===== src/rtl/hc595_rx.sv =====
// Receive-side deserializer for the six-digit 74HC595 display link.
// Optional seven-segment decode buffer is built when HC595_RX_DECODE_EN is defined.
module hc595_rx #(
  parameter int SYNC_STAGES = 2
) (
  input  logic        sys_clk,
  input  logic        sys_rst,
  input  logic        shcp,
  input  logic        stcp,
  input  logic        ds,
  input  logic        oe,
  output logic [5:0]  sel_o,
  output logic [7:0]  seg_o,
  output logic        blank,
  output logic        frame_vld,
  output logic        frame_err,
  output logic [23:0] digits,
  output logic [5:0]  dps,
  output logic [5:0]  digit_ok
);

  logic [SYNC_STAGES-1:0] ds_q, shcp_q, stcp_q, oe_q;
  logic        shcp_h, stcp_h;
  logic        ds_s, shcp_s, stcp_s;
  logic        shift_rise, latch_rise;
  logic [13:0] sr, sr_nx;
  logic [3:0]  bcnt, bcnt_nx;

  assign ds_s   = ds_q[SYNC_STAGES-1];
  assign shcp_s = shcp_q[SYNC_STAGES-1];
  assign stcp_s = stcp_q[SYNC_STAGES-1];

  // oe chain resets high so the display reads dark until the pin is seen
  always_ff @(posedge sys_clk) begin
    if (sys_rst) begin
      ds_q   <= '0;
      shcp_q <= '0;
      stcp_q <= '0;
      oe_q   <= '1;
      shcp_h <= 1'b0;
      stcp_h <= 1'b0;
      blank  <= 1'b1;
    end else begin
      ds_q   <= {ds_q[SYNC_STAGES-2:0], ds};
      shcp_q <= {shcp_q[SYNC_STAGES-2:0], shcp};
      stcp_q <= {stcp_q[SYNC_STAGES-2:0], stcp};
      oe_q   <= {oe_q[SYNC_STAGES-2:0], oe};
      shcp_h <= shcp_s;
      stcp_h <= stcp_s;
      blank  <= oe_q[SYNC_STAGES-1];
    end
  end

  assign shift_rise = shcp_s & ~shcp_h;
  assign latch_rise = stcp_s & ~stcp_h;

  // shift first, so a coincident latch sees the post-shift frame
  always_comb begin
    sr_nx   = sr;
    bcnt_nx = bcnt;
    if (shift_rise) begin
      sr_nx = {sr[12:0], ds_s};
      if (bcnt != 4'd15) bcnt_nx = bcnt + 4'd1;
    end
  end

  always_ff @(posedge sys_clk) begin
    if (sys_rst) begin
      sr        <= '0;
      bcnt      <= '0;
      sel_o     <= '0;
      seg_o     <= 8'hFF;
      frame_vld <= 1'b0;
      frame_err <= 1'b0;
    end else begin
      sr        <= sr_nx;
      bcnt      <= bcnt_nx;
      frame_vld <= 1'b0;
      frame_err <= 1'b0;
      if (latch_rise) begin
        bcnt <= '0;
        if (bcnt_nx == 4'd14) begin
          sel_o     <= {sr_nx[8], sr_nx[9], sr_nx[10], sr_nx[11], sr_nx[12], sr_nx[13]};
          seg_o     <= sr_nx[7:0];
          frame_vld <= 1'b1;
        end else begin
          frame_err <= 1'b1;
        end
      end
    end
  end

`ifdef HC595_RX_DECODE_EN
  logic       sel_onehot;
  logic [4:0] dec;

  function automatic logic [4:0] dec7(input logic [6:0] s);
    case ({1'b1, s})
      8'hC0: dec7 = 5'h10;
      8'hF9: dec7 = 5'h11;
      8'hA4: dec7 = 5'h12;
      8'hB0: dec7 = 5'h13;
      8'h99: dec7 = 5'h14;
      8'h92: dec7 = 5'h15;
      8'h82: dec7 = 5'h16;
      8'hF8: dec7 = 5'h17;
      8'h80: dec7 = 5'h18;
      8'h90: dec7 = 5'h19;
      8'h88: dec7 = 5'h1A;
      8'h83: dec7 = 5'h1B;
      8'hC6: dec7 = 5'h1C;
      8'hA1: dec7 = 5'h1D;
      8'h86: dec7 = 5'h1E;
      8'h8E: dec7 = 5'h1F;
      default: dec7 = 5'h00;
    endcase
  endfunction

  assign sel_onehot = (sel_o != 6'd0) && ((sel_o & (sel_o - 6'd1)) == 6'd0);
  assign dec        = dec7(seg_o[6:0]);

  always_ff @(posedge sys_clk) begin
    if (sys_rst) begin
      digits   <= '0;
      dps      <= '0;
      digit_ok <= '0;
    end else if (frame_vld && sel_onehot) begin
      for (int k = 0; k < 6; k++) begin
        if (sel_o[k]) begin
          digits[4*k +: 4] <= dec[3:0];
          digit_ok[k]      <= dec[4];
          dps[k]           <= ~seg_o[7];
        end
      end
    end
  end
`else
  assign digits   = '0;
  assign dps      = '0;
  assign digit_ok = '0;
`endif

endmodule


===== config.mk =====
export PLATFORM = sky130hd
export DESIGN_NAME = hc595_rx
export DESIGN_NICKNAME = d
export VERILOG_FILES = /design/src/rtl/hc595_rx.sv
export SDC_FILE = /design/constraint.sdc
export NUM_CORES = 1
export LEC_CHECK = 0
export CORE_MARGIN = 2
export CORE_UTILIZATION = 42
export CTS_CLUSTER_SIZE = 8
export DETAILED_ROUTE_END_ITERATION = 10
export GPL_ROUTABILITY_DRIVEN = 0
export PLACE_DENSITY_LB_ADDON = 0.3
export SLEW_MARGIN = 20
export SYNTH_ARGS = -nofsm -noshare
export SYNTH_HDL_FRONTEND = slang
export SYNTH_SLANG_ARGS = --single-unit

===== constraint.sdc =====
create_clock -name sys_clk -period 2 [get_ports sys_clk]
set_input_delay 0.4 -clock sys_clk [delete_from_list [all_inputs] [get_ports sys_clk]]
set_output_delay 0.4 -clock sys_clk [all_outputs]
set_load 0.02 [all_outputs]

# After elaboration in Yosys (flattened, before gate mapping)
# Index checks and enable logic that the tools add are counted.
# op_classes
add_sub_neg	1
n_eq_ne	2
mux	5
bitwise_logic	5
reduce_logical	3
# op_table
operator	count
two-way mux 14 bit	1
two-way mux 4 bit	2
adder 4 x 1 -> 4 bit, second input constant	1
equality test 4 bit, second input constant	1
inequality test 4 bit, second input constant	1
OR reduction 2 bit	2
inverter 1 bit	3
bitwise AND 1 bit	2
two-way mux 1 bit	2
AND reduction 2 bit	1
# totals
ff_bits	45
in_bits	6

# Longest topological paths before layout
# Gate-level depths: netlist of the first run.
# logic_depth
depth_word	5
depth_mapped	7

# Least setup slack after synthesis of the first run
# OpenSTA, ideal clock, no wires.
# synth_path
kind	register to register
startpoint	register bcnt[0]
endpoint	register sel_o[3]
setup_time_ps	121
t_arrival_ps	1866
setup_slack_ps	13
path_stages_with_launch	8
period_less_slack_ps	1987
path_cell_list	dfxtp_1 -> ha_1 -> nand3_1 -> nand2_2 -> mux2i_1 -> nor4_4 -> buf_8 -> mux2_4
# synth_via
elab_chain_len	5
word_cells_on_any_way	6
classes_between	add/sub (1); eq/ne (2); mux (2); reduce/logical (1)
# synth_lines
item	line_no	rtl
start, declared	27	logic [3:0] bcnt, bcnt_nx;
start signal, assigned	77	bcnt <= bcnt_nx;
adder 4 x 1 -> 4 bit or inequality test 4 bit (tied branches)	63	if (bcnt != 4'd15) bcnt_nx = bcnt + 4'd1;
two-way mux 4 bit	63	
two-way mux 4 bit *	61	if (shift_rise) begin
equality test 4 bit *	82	if (bcnt_nx == 4'd14) begin
AND reduction 2 bit (no line) *	--	
end signal, assigned	83	sel_o <= {sr_nx[8], sr_nx[9], sr_nx[10], sr_nx[11], sr_nx[12], sr_nx[13]};
end, declared	12	output logic [5:0] sel_o,
# Every way passes the cells marked *; elsewhere a longest branch is shown, timed or not.
# A chain may end at the register's enable or synchronous reset.

# Worst setup path in the final report of the first run
# layout_path
startpoint	register bcnt[1]
endpoint	register sel_o[2]
# Same word-level chain as after synthesis.

==> results of run 1 <==
-- critical path, delay by kind of cell (launching register included) --
kind | cells | cell delay, ps
buffers and inverters | 1 | 190
multiplexers | 2 | 460
flip-flops | 1 | 370
adder cells (fa/ha/maj) | 1 | 240
AND/OR/NAND/NOR | 3 | 530
-- logic make-up (layout without fill, tap and decap cells) --
logic type	count (synthesis)	in the layout
simple gates	73	73
flops	45	45
buf+inv	44	42
mux	24	24
compound gates	10	10
fa+ha+maj	1	1
other cells	1	36
xor+xnor	1	1
-- worst paths after layout --
kind,from,to,slack [ps],cells after the start
worst max-delay path,bcnt[1],sel_o[2],110,7
worst min-delay path,oe_q[0],oe_q[1],410,1
worst max register to register,bcnt[1],sel_o[2],110,7
worst min register to register,oe_q[0],oe_q[1],410,1
-- area by class of cell --
type | count | area share (%)
Sequential cell | 45 | 39.8
Tap cell | 52 | 2.87
Clock buffer | 7 | 3.37
Multi-Input combinational cell | 145 | 38.9
Timing Repair Buffer | 34 | 14.8
Clock inverter | 1 | 0.331
-- power by group through the flow --
stage,registers (uW),clock network (uW),logic [uW]
2_1_floorplan,933,0,156
3_3_place_gp,931,0,128
3_5_place_dp,931,0,128
4_1_cts,910,554,128
5_1_grt,911,592,141
6_report,910,533,129
-- through the flow --
stage	hold slack [ps]	setup WS, ps	total power, uW	cells	utilization (%)
after floorplan	389	13.0	1090	234	-
after global placement	392	102	1060	269	47.9
after detailed placement	398	47.7	1060	269	47.9
after CTS	418	41.4	1590	277	49.7
after global routing	441	1.84	1640	284	51.0
final	414	109	1570	284	51.0
-- what timing repair did --
action,in CTS,in global routing
gates resized for setup,0,1
buffers inserted,0,7
setup endpoints to repair,0,6
-- sequential cells by signal, summed over array words and instances (netlist names) --
| signal | flops |
|---|---|
| stcp_q | 2 |
| frame_err | 1 |
| bcnt | 4 |
| shcp_h | 1 |
| shcp_q | 2 |
| blank | 1 |
| ds_q | 2 |
| frame_vld | 1 |
| sel_o | 6 |
| seg_o | 8 |
| oe_q | 2 |
| stcp_h | 1 |
| sr | 14 |
-- routing by layer --
metal	up-vias	track usage [%]	routed length, um
met5	-	0	0
met4	0	5.56	47
met3	4	4.17	194
met2	44	16.0	1190
met1	549	13.3	1330
li1	634	-	-
-- layout by cell type, fill, tap and decap left out, types with 2 or more instances in the layout --
master,Yosys,routed
a21oi_1,7,7
buf_12,0,2
buf_4,36,10
clkbuf_1,5,2
clkbuf_8,0,5
clkdlybuf4s50_1,0,22
conb_1,1,36
dfxtp_1,45,45
mux2_2,4,4
mux2_4,2,2
mux2i_1,17,17
nand2_1,13,13
nand2b_1,4,4
nor2_1,19,19
nor2b_1,22,22
nor3_1,3,3
or2_2,3,3
==> impl_metrics.env, run 1 <==
export IMPL_die_w_um=72.4
export IMPL_pwr_share_comb_pct=8.2
export IMPL_ys_seq_area_share_pct=45.8
export IMPL_drtPass1Iterations=4
export IMPL_row_count=24
export IMPL_cts_buffers=5
export IMPL_hold_path_class="reg -> reg"
export IMPL_netlist_top_cells_area="dfxtp_1 (46%), buf_4 (14%), mux2i_1 (8.7%)"
export IMPL_fin_nets=238
export IMPL_synth_xor_area_share_pct=0.445
export IMPL_final_max_slew_viol_count=0
export IMPL_cts_buffer_depth=2
export IMPL_synthCells=199
export IMPL_pwr_share_seq_pct=57.9
export IMPL_start_util_pct=44.3
export IMPL_grt_start_max_net_pins=51
export IMPL_drt_initial_drc_count=49
export IMPL_path_cells="ha_2 > nand3_1 > nand2_2 > mux2i_1 > nor4_4 > buf_12 > mux2_2"
export IMPL_die_y_um=72.4
export IMPL_design_area_um2=2270
export IMPL_seqCellArea_um2=901
export IMPL_ys_seq_elements=45
export IMPL_worst_setup_hold_path_clk_slew_ps=80
export IMPL_htree_levels=2
export IMPL_syn_area_um2=1970
export IMPL_routedWlPerCell_um=9.73
export IMPL_crit_slowest_cell="dfxtp_1"
export IMPL_outcome="finished, final reports clean"
export IMPL_yosys_area_share_simple_pct=20.8
export IMPL_dp_hpwl_um=1810
export IMPL_yosysUniqueCellTypes=32
export IMPL_critPathRequiredTime_ps=2190
export IMPL_tns_ps=0
export IMPL_timing_final_crit_period_ps=1890
export IMPL_placed_area_um2=2130
export IMPL_synthMuxAreaShare_pct=13.2
export IMPL_synth_fa_ha_area_share_pct=0.636
export IMPL_overflow=0
export IMPL_swShare_pct=24.5
export IMPL_ios=59
export IMPL_wl_um=2760
export IMPL_synth_top_area_share_pct=45.8
export IMPL_leakage_uw=0.000897
export IMPL_drtAntennaViolNets=0
export IMPL_synth_commonest_cells="dfxtp_1 (45), buf_4 (36), nor2b_1 (22)"
export IMPL_n_fill_cell=409
export IMPL_p_switching_uw=384
export IMPL_max_cap_violations=0
export IMPL_critPathKind="reg -> reg"
export IMPL_fp_coreArea_um2=4440
export IMPL_cts_tree="yes"
export IMPL_cp_arrival_ps=2080
export IMPL_worstSetupEndpointType="flip-flop"
export IMPL_yosys_warnings=0
export IMPL_finalSetupViolations=0
export IMPL_async_reset_ff_share_pct=0
export IMPL_synthFlopType="dfxtp_1"
export IMPL_synth_most_common_cell="dfxtp_1"
export IMPL_num_vias=1231
export IMPL_viasPerCell=4.33
export IMPL_yosys_area_top_type="dfxtp_1"
export IMPL_syn_to_final_growth_pct=15.2
export IMPL_synth_top_family_by_area="simple AND/OR/NAND/NOR gates"
export IMPL_intPower_uw=1190
export IMPL_slowest_delay_ps=370
export IMPL_max_freq_mhz=529
export IMPL_gr_usage_all_layers_pct=10.7
export IMPL_die_area_um2=5250
export IMPL_root_buffer="clkbuf_8"
export IMPL_syn_area_per_cell_um2=9.88
export IMPL_power_density_nw_per_um2=693
export IMPL_synth_compound_area_share_pct=2.74
export IMPL_vdd_drop_max_mv=0.480
export IMPL_drc=0
export IMPL_cp_max_fo=14
export IMPL_worst_setup_path_start_kind="flip-flop"
export IMPL_diodes=0
export IMPL_clock_sinks=45
export IMPL_grt_pass1_wl_um=4330
export IMPL_final_hold_viol_count=0
export IMPL_drive_gt1_share_pct=14.2
export IMPL_synth_edf_count=0
export IMPL_rsz0062_at_grt="false"
export IMPL_clkPwrFrac_pct=33.9
export IMPL_cts_hold_buf=0
export IMPL_multiInputGateArea_um2=881
export IMPL_antenna_found_initial=0
export IMPL_port_buffer_count=22
export IMPL_clkLatencyLatePin_ps=290
export IMPL_finalCritPeriodShare_pct=94.6
export IMPL_grt_pass1_vias=1011
export IMPL_skew_ps=6.76
(Power assumes the default switching activity.)
==> inputs of run 2 (changes only) <==
Settings changed: CELL_PAD_IN_SITES_DETAIL_PLACEMENT set to 1, CELL_PAD_IN_SITES_GLOBAL_PLACEMENT set to 2, CORE_UTILIZATION 42 to 25.
==> run 2 against run 1 <==
Compared with the run above: via count up 1.3%; register-to-register slack is essentially flat; count of clock-buffer cells in the layout decreased by 1; total power grew 3.1%; clock power rose by 7.9%; highest routed layer unchanged; final area increased by 3.1%; wire length rose by 20%; first-iteration DRC count is 20% higher; global-route usage is 2.6 points lower; maximum frequency up 0.18%; critical path depth fell by 1; critical path type unchanged; critical endpoint is now sel_o[1].
==> impl_metrics.env, run 2 (synthesized netlist as in run 1, its figures left out) <==
export IMPL_worstSetupStartpoint="shcp_q[1]"
export IMPL_r2r_slack_ps=110
export IMPL_n_fill_cell=909
export IMPL_antenna_found_initial=0
export IMPL_ios=59
export IMPL_final_hold_viol_count=0
export IMPL_layout_common_cells="dfxtp_1 (45), conb_1 (36), nor2b_1 (22), clkdlybuf4s50_1 (22), nor2_1 (19)"
export IMPL_rsz0062_at_grt="false"
export IMPL_reg2reg_depth=6
export IMPL_die_y_um=92.7
export IMPL_power_density_nw_per_um2=693
export IMPL_grt_pass1_wl_um=5530
export IMPL_wl_um=3320
export IMPL_max_cap_violations=0
export IMPL_final_common_cell="dfxtp_1"
export IMPL_max_freq_mhz=530
export IMPL_drt_initial_drc_count=59
export IMPL_intPower_uw=1220
export IMPL_worst_setup_hold_path_clk_slew_ps=80
export IMPL_drtAntennaViolNets=0
export IMPL_root_buffer="clkbuf_8"
export IMPL_grt_pass1_vias=1215
export IMPL_cts_buffers=5
export IMPL_timing_final_crit_period_ps=1890
export IMPL_finalCritPeriodShare_pct=94.4
export IMPL_finalPower_uw=1620
export IMPL_routedWlPerCell_um=10.0
export IMPL_row_count=32
export IMPL_tns_ps=0
export IMPL_min_path_cells=1
export IMPL_hold_path_endpoint="blank"
export IMPL_cp_max_fo=8
export IMPL_fin_nets=237
export IMPL_outcome="finished, final reports clean"
export IMPL_drtPass1Iterations=2
export IMPL_leakage_uw=0.000902
export IMPL_top_register="sr"
export IMPL_die_area_um2=8590
export IMPL_placed_area_um2=2200
export IMPL_p_switching_uw=403
export IMPL_critPathRequiredTime_ps=2180
export IMPL_drc=0
export IMPL_top_regs="sr (14), seg_o (8), sel_o (6)"
export IMPL_r2r_start="shcp_q[1]"
export IMPL_grt_start_max_net_pins=51
export IMPL_num_vias=1247
export IMPL_min_delay_start="oe_q[1]"
export IMPL_vdd_drop_max_mv=0.228
export IMPL_pwr_share_seq_pct=56.2
export IMPL_design_area_um2=2340
export IMPL_swShare_pct=24.9
export IMPL_overflow=0
export IMPL_clock_sinks=45
export IMPL_die_w_um=92.7
export IMPL_r2r_end="sel_o[1]"
export IMPL_worst_setup_path_start_kind="flip-flop"
export IMPL_syn_to_final_growth_pct=18.8
export IMPL_viasPerCell=3.76
export IMPL_cts_buffer_depth=2
export IMPL_cts_tree="yes"
export IMPL_final_max_slew_viol_count=0
export IMPL_htree_levels=2
export IMPL_pwr_share_comb_pct=8.3
export IMPL_port_buffer_count=22
export IMPL_cp_arrival_ps=2070
export IMPL_largest_reg_flops=14
export IMPL_gr_usage_all_layers_pct=8.11
export IMPL_start_util_pct=25.6
export IMPL_cts_hold_buf=0
export IMPL_clkPwrFrac_pct=35.5
export IMPL_critPathKind="reg -> reg"
export IMPL_drive_gt1_share_pct=13.9
export IMPL_diodes=0
export IMPL_hold_path_class="reg -> reg"
export IMPL_dp_hpwl_um=2260
export IMPL_skew_ps=6.65
export IMPL_worstSetupEndpointType="flip-flop"
export IMPL_fp_coreArea_um2=7690
export IMPL_finalSetupViolations=0
export IMPL_clkLatencyLatePin_ps=300
==> run 2: per-layer routing <==
layer	GRT usage [%]	routed length, um
met2	13.2	1510
met1	9.76	1570
met3	2.85	184
met5	0	0
met4	3.31	67
==> run 2: what timing repair did <==
| action | 4_1_cts | 5_1_grt |
|---|---|---|
| gates resized for setup | 0 | 0 |
| setup buffers | 0 | 4 |
| endpoints found under the setup margin | 0 | 6 |
==> run 2: area by class of cell <==
cell class                 count  area, um2  area share [%]
multi-input combinational    145        878            37.6
sequential                    45        901            38.5
clock inverter                 1       7.51           0.321
timing repair buffer          33        340            14.6
tap                          102        128            5.46
clock buffer                   6       82.6            3.53
==> run 2: power by group through the flow <==
stage	Combinational, uW	Clock (uW)	Sequential [uW]
6_report	134	575	910
5_1_grt	147	645	912
4_1_cts	133	609	911
3_5_place_dp	133	0	932
3_3_place_gp	132	0	931
2_1_floorplan	156	0	933
==> run 2: worst max-delay path by stage <==
stage	to	slack [ps]	cells past startpoint
2_1_floorplan	sel_o[3]	10	7
3_3_place_gp	sel_o[2]	130	6
3_5_place_dp	sel_o[1]	80	7
4_1_cts	sel_o[1]	60	7
5_1_grt	seg_o[3]	20	8
6_report	sel_o[1]	110	6
==> run 2: through the flow <==
step           cells  utilization [%]  worst slack (ps)  hold WS (ps)
2_1_floorplan    234                -              13.0           389
3_3_place_gp     321             28.7               129           395
3_5_place_dp     321             28.7              79.2           397
4_1_cts          328             29.9              57.7           418
5_1_grt          332             30.4              23.8           433
6_report         332             30.4               112           413
==> run 2: worst max-delay path, stage by stage (launching register included) <==
cell	delay (ps)
dfxtp_1	380
nor2b_4	230
nand4_1	150
mux2i_2	220
nor4_4	280
buf_12	180
mux2_2	330
